$ cat config.mk
export PLATFORM = sky130hd
export DESIGN_NAME = retospect_cfg_loader
export DESIGN_NICKNAME = d
export VERILOG_FILES = /design/src/rtl/retospect_cfg_loader.sv
export SDC_FILE = /design/constraint.sdc
export NUM_CORES = 1
export LEC_CHECK = 0
export ABC_AREA = 0
export BUFFER_PORTS_ARGS = -buffer_cell sky130_fd_sc_hd__buf_2
export CAP_MARGIN = 20
export CORE_MARGIN = 3
export CORE_UTILIZATION = 30
export DETAILED_ROUTE_END_ITERATION = 16
export PLACE_DENSITY_LB_ADDON = 0.3
export SYNTH_ARGS = -nofsm -noshare
export SYNTH_HDL_FRONTEND = slang
export SYNTH_SLANG_ARGS = --single-unit
$ cat constraint.sdc
create_clock -name clk -period 2.2 [get_ports clk]
set_input_delay 0.11 -clock clk [delete_from_list [all_inputs] [get_ports clk]]
set_output_delay 0.11 -clock clk [all_outputs]
set_load 0.01 [all_outputs]
$ cat src/rtl/retospect_cfg_loader.sv
// Configuration scan-chain loader: streams bytes LSB-first into the neurochip chain,
// returns the bits shifted out as readback bytes, then pulses the network reset.

module retospect_cfg_loader #(
    parameter int unsigned CHAIN_LEN       = 523,
    parameter int unsigned NN_RESET_CYCLES = 2,
    parameter int unsigned CNT_W           = $clog2(CHAIN_LEN + 1)
) (
    input  logic       clk,
    input  logic       rst_n,
    input  logic       start,
    input  logic       abort,
    input  logic [7:0] in_data,
    input  logic       in_valid,
    output logic       in_ready,
    output logic [7:0] rd_data,
    output logic       rd_valid,
    output logic       cfg_en,
    output logic       cfg_bs,
    input  logic       cfg_bs_ret,
    output logic       net_reset,
    output logic       busy,
    output logic       done
);

    localparam int unsigned      NN_W     = (NN_RESET_CYCLES > 1) ? $clog2(NN_RESET_CYCLES) : 1;
    localparam logic [CNT_W-1:0] LAST_CNT = CNT_W'(CHAIN_LEN - 1);
    localparam logic [NN_W-1:0]  NN_LAST  = NN_W'(NN_RESET_CYCLES - 1);

    typedef enum logic [2:0] {
        IDLE,
        FETCH,
        SHIFT,
        NNRST,
        DONE
    } state_t;

    state_t           state;
    state_t           state_nx;
    logic [CNT_W-1:0] bit_cnt;
    logic [2:0]       byte_idx;
    logic [3:0]       byte_bits;
    logic [7:0]       sreg;
    logic [7:0]       rbuf;
    logic [7:0]       rbuf_nx;
    logic [NN_W-1:0]  nn_cnt;
    logic [CNT_W-1:0] remaining;
    logic [3:0]       fetch_bits;
    logic             last_bit;
    logic             chain_end;
    logic             accept;
    logic             shift_step;

    // Bits still owed to the chain decide how much of the fetched byte is used;
    // a short final byte simply ends the SHIFT phase early.
    always_comb begin
        remaining  = CNT_W'(CHAIN_LEN) - bit_cnt;
        fetch_bits = (remaining > CNT_W'(7)) ? 4'd8 : 4'(remaining);
        last_bit   = (({1'b0, byte_idx} + 4'd1) == byte_bits);
        chain_end  = (bit_cnt == LAST_CNT);
        rbuf_nx    = rbuf | (8'(cfg_bs_ret) << byte_idx);
        accept     = (state == FETCH) && in_valid && !abort;
        shift_step = (state == SHIFT) && !abort;
    end

    always_ff @(posedge clk or negedge rst_n) begin
        if (!rst_n) begin
            state <= IDLE;
        end else begin
            state <= state_nx;
        end
    end

    always_comb begin
        state_nx  = state;
        in_ready  = 1'b0;
        cfg_en    = 1'b0;
        cfg_bs    = 1'b0;
        net_reset = 1'b0;
        busy      = (state != IDLE);
        done      = 1'b0;

        unique case (state)
            IDLE: begin
                if (start) state_nx = FETCH;
            end
            FETCH: begin
                in_ready = 1'b1;
                if (in_valid) state_nx = SHIFT;
            end
            SHIFT: begin
                cfg_en = !abort;
                cfg_bs = sreg[0];
                if (last_bit) state_nx = chain_end ? NNRST : FETCH;
            end
            NNRST: begin
                net_reset = !abort;
                if (nn_cnt == NN_LAST) state_nx = DONE;
            end
            DONE: begin
                done     = !abort;
                state_nx = IDLE;
            end
            default: state_nx = IDLE;
        endcase

        if (abort) state_nx = IDLE;
    end

    always_ff @(posedge clk or negedge rst_n) begin
        if (!rst_n) begin
            bit_cnt   <= '0;
            byte_idx  <= '0;
            byte_bits <= '0;
            sreg      <= '0;
            rbuf      <= '0;
            rd_data   <= '0;
            rd_valid  <= 1'b0;
            nn_cnt    <= '0;
        end else begin
            rd_valid <= 1'b0;

            if ((state == IDLE) && start && !abort) begin
                bit_cnt <= '0;
            end

            if (accept) begin
                sreg      <= in_data;
                byte_bits <= fetch_bits;
                byte_idx  <= '0;
                rbuf      <= '0;
            end

            if (shift_step) begin
                sreg     <= {1'b0, sreg[7:1]};
                bit_cnt  <= bit_cnt + CNT_W'(1);
                byte_idx <= byte_idx + 3'd1;
                rbuf     <= rbuf_nx;
                if (last_bit) begin
                    rd_valid <= 1'b1;
                    rd_data  <= rbuf_nx;
                end
            end

            if (state == NNRST) begin
                nn_cnt <= nn_cnt + NN_W'(1);
            end else begin
                nn_cnt <= '0;
            end
        end
    end

    a_en_excl : assert property (@(posedge clk) disable iff (!rst_n) !(cfg_en && net_reset));
    a_done_idle : assert property (@(posedge clk) disable iff (!rst_n) done |=> (state == IDLE));

endmodule

# Word-level counts from Yosys, hierarchy flattened
# Cells that the tools add are included.
# classes
bitwise_logic	1
n_eq_ne	10
magnitude_cmp	1
addsub	5
n_shift	1
n_mux	24
n_reduce_logical	12
# ops
operator	count
8-bit two-way mux	4
3-bit two-way mux	7
10-bit two-way mux	2
3-bit inequality test (second input constant)	4
3-bit case mux with 4 select lines	1
10-bit by 1-bit adder with 10-bit output (second input constant)	1
10-bit == test (second input constant)	1
10-bit by 3-bit > comparator with 1-bit output (second input constant)	1
10-bit subtractor (first input constant)	1
1-bit two-way mux	8
8-bit bitwise OR	1
1-bit by 3-bit << shifter with 8-bit output	1
3-bit by 2-bit == test with 1-bit output (second input constant)	2
1-bit logical AND	5
3-bit by 1-bit adder with 4-bit output (second input constant)	1
4-bit == test	1
4-bit two-way mux	1
4-bit AND reduction	1
2-bit nonzero test	2
3-bit by 1-bit adder with 3-bit output (second input constant)	1
3-bit by 1-bit == test with 1-bit output (second input constant)	1
3-bit == test (second input constant)	1
3-bit zero test	1
3-bit nonzero test	1
other kinds (4)	4
# totals
out_inout_bits	15
inputBits	14
elab_cells	63
regBits	46

# Longest topological paths before layout
# depth
depth_word	5
mapped_depth	7
ltp_nobuf	6

# Worst setup path after synthesis
# No wires, ideal clock.
# synth_timing
path_type	register to register
startpoint	register byte_idx[0]
endpoint	register rd_data[5]
arrival_ps	1801
period_less_slack_ps	1928
setup_ps	127
n_path_buf	1
t_required_ps	2073
slack_ps	272
stages_incl_launch_ff	7
path_cell_list	dfrtp_1 -> ha_1 -> xor2_1 -> or3_1 -> a311oi_2 -> buf_6 -> mux2_1
# synth_between
elab_chain_len	3
word_cells_on_any_way	5
cone_classes	add/sub (1); eq/ne (1); shift (1); bitwise (1); reduce/logical (1)
# synth_rtl
element	line_no	text
start, declared	41	logic [2:0] byte_idx;
start signal, assigned	137	byte_idx <= byte_idx + 3'd1;
3-bit by 1-bit adder with 4-bit output	59	last_bit = (({1'b0, byte_idx} + 4'd1) == byte_bits);
4-bit == test	59	
2-bit AND reduction (no line)	--	
end signal, assigned	141	rd_data <= rbuf_nx;
end, declared	16	output logic [7:0] rd_data,
# Parallel ways exist; a longest one is shown, timed or not.
# A chain may end at the register's enable or synchronous reset.

# Worst setup path in the final report
# layout_timing
startpoint	register byte_idx[0]
endpoint	register rd_data[3]
# The elaborated chain is that of the path after synthesis.

==> run metrics <==
RSZ-0062 raised after global routing=no; total number of yosys warnings=0; Int Pwr=1.784 mW; DRT iter0 DRCs=74; Period Utilization, post-route=0.9272; pwr dens=1007 mW/mm^2; count of distinct cell types in the synthesized netlist=44; count of final max-slew check failures=0; post-layout utilization of the core=0.3705; growth of design area from synthesis to finish=18.46%; via count of the first global-routing pass=1773; per-instance average area after synthesis=9.643 um^2; Final min period=2.040 ns; clock transition at the register clock pins on the worst setup and hold paths after CTS=0.09 ns; total die area=0.008770 mm^2; fin nets=296; wire length per cell after detailed routing=13.30 um; Mapped Cells=239; MaxCap Viol Count=0; maximum clock frequency=490.2 MHz; worst IR drop on VDD=0.3402 mV; number of clock sinks=46; number of synthesized flops with an enable pin=0; filler cell count in the final layout=765; remaining global-route overflow=0; final hold slack=0.03863 ns; critical path peak fanout=6; Worst Hold Class=input port to flop; deepest clock path buffer count=2; routed vias=1831; Std-Cell Core Area=0.007370 mm^2; routability congestion estimate from global placement=0.7667; flops & latches, synth=46; total negative setup slack=0 ns; HPWL after detailed placement=3513 um; global-route wire length before repair=8507 um; sort of element at the start of the critical path=flop; count of final setup violators=0; proportion of power drawn by combinational gates=0.325; Buffers on Ports=28; Clk Latency, worst-skew pair=0.30 ns; Die Y=93.65 um; post-detailed-route via-to-cell ratio=4.883; total routed wirelength=4987 um; data required time of the critical path=2.43 ns; Primary FF master, synth=dfrtp_1; count of final hold-check violations=0; ports placed on the boundary=29; proportion of total power due to net switching=0.3511; setup slack after placement=0.1148 ns; Sw Pwr=0.9649 mW; CTS H-Tree Depth=2; crit path kind=flop to flop; antenna-violating nets left=0; clock tree from TritonCTS=yes; outcome=finished clean; antenna diode count=0; Leakage=1.301 nW; Clk pwr share=0.232; layout cell share with drive strength beyond 1=0.1957; slew margin rel.=0.6962; number of buffers created by CTS=5; transition time at the pin with the least slew margin=0.4537 ns; data arrival time at the worst-slack endpoint=2.27 ns; setup slack after layout=0.1602 ns; net count after synthesis=260; global routing usage summed across all routing layers=0.1220; starting density of the core=0.3127; largest net degree at the start of global routing=47; netlist area before placement=0.002305 mm^2; TritonRoute pass-1 iters=4; sequential cell area fraction in the yosys report=0.4995; count of unresolved DRC violations after routing=0; Root Buffer Master=clkbuf_8; die boundary width=93.65 um; antenna violations before repair=0; endpoint class of the critical path=flop; Rows=31; worst clock skew=0.01199 ns; sequential fraction of design power=0.443; async set or reset register ratio after synthesis=1.000
==> final timing paths <==
kind | start | endpoint | slack, ns | depth (start not counted)
max | byte_idx[0] | rd_data[3] | 0.16 | 6
min | in_data[7] | sreg[7] | 0.04 | 3
max reg2reg | byte_idx[0] | rd_data[3] | 0.16 | 6
min reg2reg | nn_cnt | nn_cnt | 0.49 | 1
max in group asynchronous | rst_n | bit_cnt[0] | 1.67 | 3
min in group asynchronous | rst_n | rd_valid | 0.30 | 3
==> stage by stage <==
step	total power, mW	std cells	area (um^2)
3_3_place_gp	2.111	366	2596
4_1_cts	2.783	375	2719
2_1_floorplan	1.817	239	2305
3_5_place_dp	2.133	366	2596
5_1_grt	2.972	375	2730
6_report	2.749	375	2730
==> cell usage in the layout (no fill, tap or decap), drive strengths merged, types with 4 or more instances in the layout <==
| cell type | instances |
|---|---|
| ha | 7 |
| mux2i | 8 |
| nor2 | 21 |
| nand2 | 38 |
| a31oi | 11 |
| clkbuf | 5 |
| dfrtp | 46 |
| nand3 | 4 |
| inv | 14 |
| o31ai | 4 |
| a21oi | 14 |
| nor3 | 4 |
| nand4 | 6 |
| and2 | 4 |
| o21ai | 10 |
| buf | 39 |
==> area by class of cell <==
| type | instances | area, um^2 | share of cell area |
|---|---|---|---|
| clock buffers | 5 | 68.82 | 0.02521 |
| clock inverters | 3 | 43.79 | 0.01604 |
| inverters | 14 | 53.80 | 0.01971 |
| multi-input cells | 168 | 1044 | 0.3822 |
| flip-flops and latches | 46 | 1151 | 0.4216 |
| well taps | 99 | 123.9 | 0.04537 |
| repair buffers | 40 | 245.2 | 0.08983 |
==> layer usage <==
| metal | GRT usage | wire (um) |
|---|---|---|
| met1 | 0.1776 | 2561 |
| met2 | 0.1805 | 2171 |
| met3 | 0.02564 | 184 |
| met4 | 0.03971 | 69 |
| met5 | 0 | 0 |
==> power groups by stage <==
stage | Combinational [mW] | Clock [mW] | Sequential, mW
after floorplan | 0.606 | 0 | 1.21
final | 0.894 | 0.639 | 1.22
after global routing | 1.03 | 0.690 | 1.25
after detailed placement | 0.902 | 0 | 1.23
after CTS | 0.903 | 0.662 | 1.22
after global placement | 0.886 | 0 | 1.23
==> cells by family (layout without fill, tap and decap cells) <==
kind of cell / Yosys count / after routing / share of synthesized area
buffers and inverters: 25 / 62 / 0.05266
and+or+nand+nor: 90 / 90 / 0.1857
xor gates and xnor gates: 5 / 5 / 0.01900
DFF: 46 / 46 / 0.4995
muxes: 11 / 11 / 0.04940
adders and majority gates: 7 / 7 / 0.03800
AOI/OAI and AO/OA: 55 / 55 / 0.1558
==> state kept, by name (all words and copies together) (netlist names) <==
signal,cells
sreg,8
rbuf,8
bit_cnt,10
rd_valid,1
byte_bits,4
byte_idx,3
nn_cnt,1
state,3
rd_data,8
==> cell usage after synthesis (4+ instances only) <==
library cell  number  area (um^2)
nor3_1             4        20.02
a31oi_1           11        68.82
clkbuf_1           5        18.77
and2_1             4        25.02
nand3_1            4        20.02
nand2_1           38        142.6
mux2i_1            8        80.08
ha_1               7        87.58
o21ai_0           10        50.05
inv_1             13        48.80
a21oi_1           14        70.07
dfrtp_1           46         1151
nand4_1            6        37.54
o31ai_1            4        30.03
nor2_1            21        78.83
==> timing repair <==
action	4_1_cts	5_1_grt
endpoints found under the hold margin	46	0
setup buffers	0	0
gates resized for setup	0	1
hold buffers	1	0
endpoints found under the setup margin	0	2
==> worst max-delay path: stages (launching register included) <==
cell and delay, ns:
dfrtp_1 0.40, ha_1 0.24, xor2_1 0.19, or3_1 0.37, a311oi_4 0.33, buf_4 0.24, mux2i_1 0.20
(Power assumes the default switching activity.)
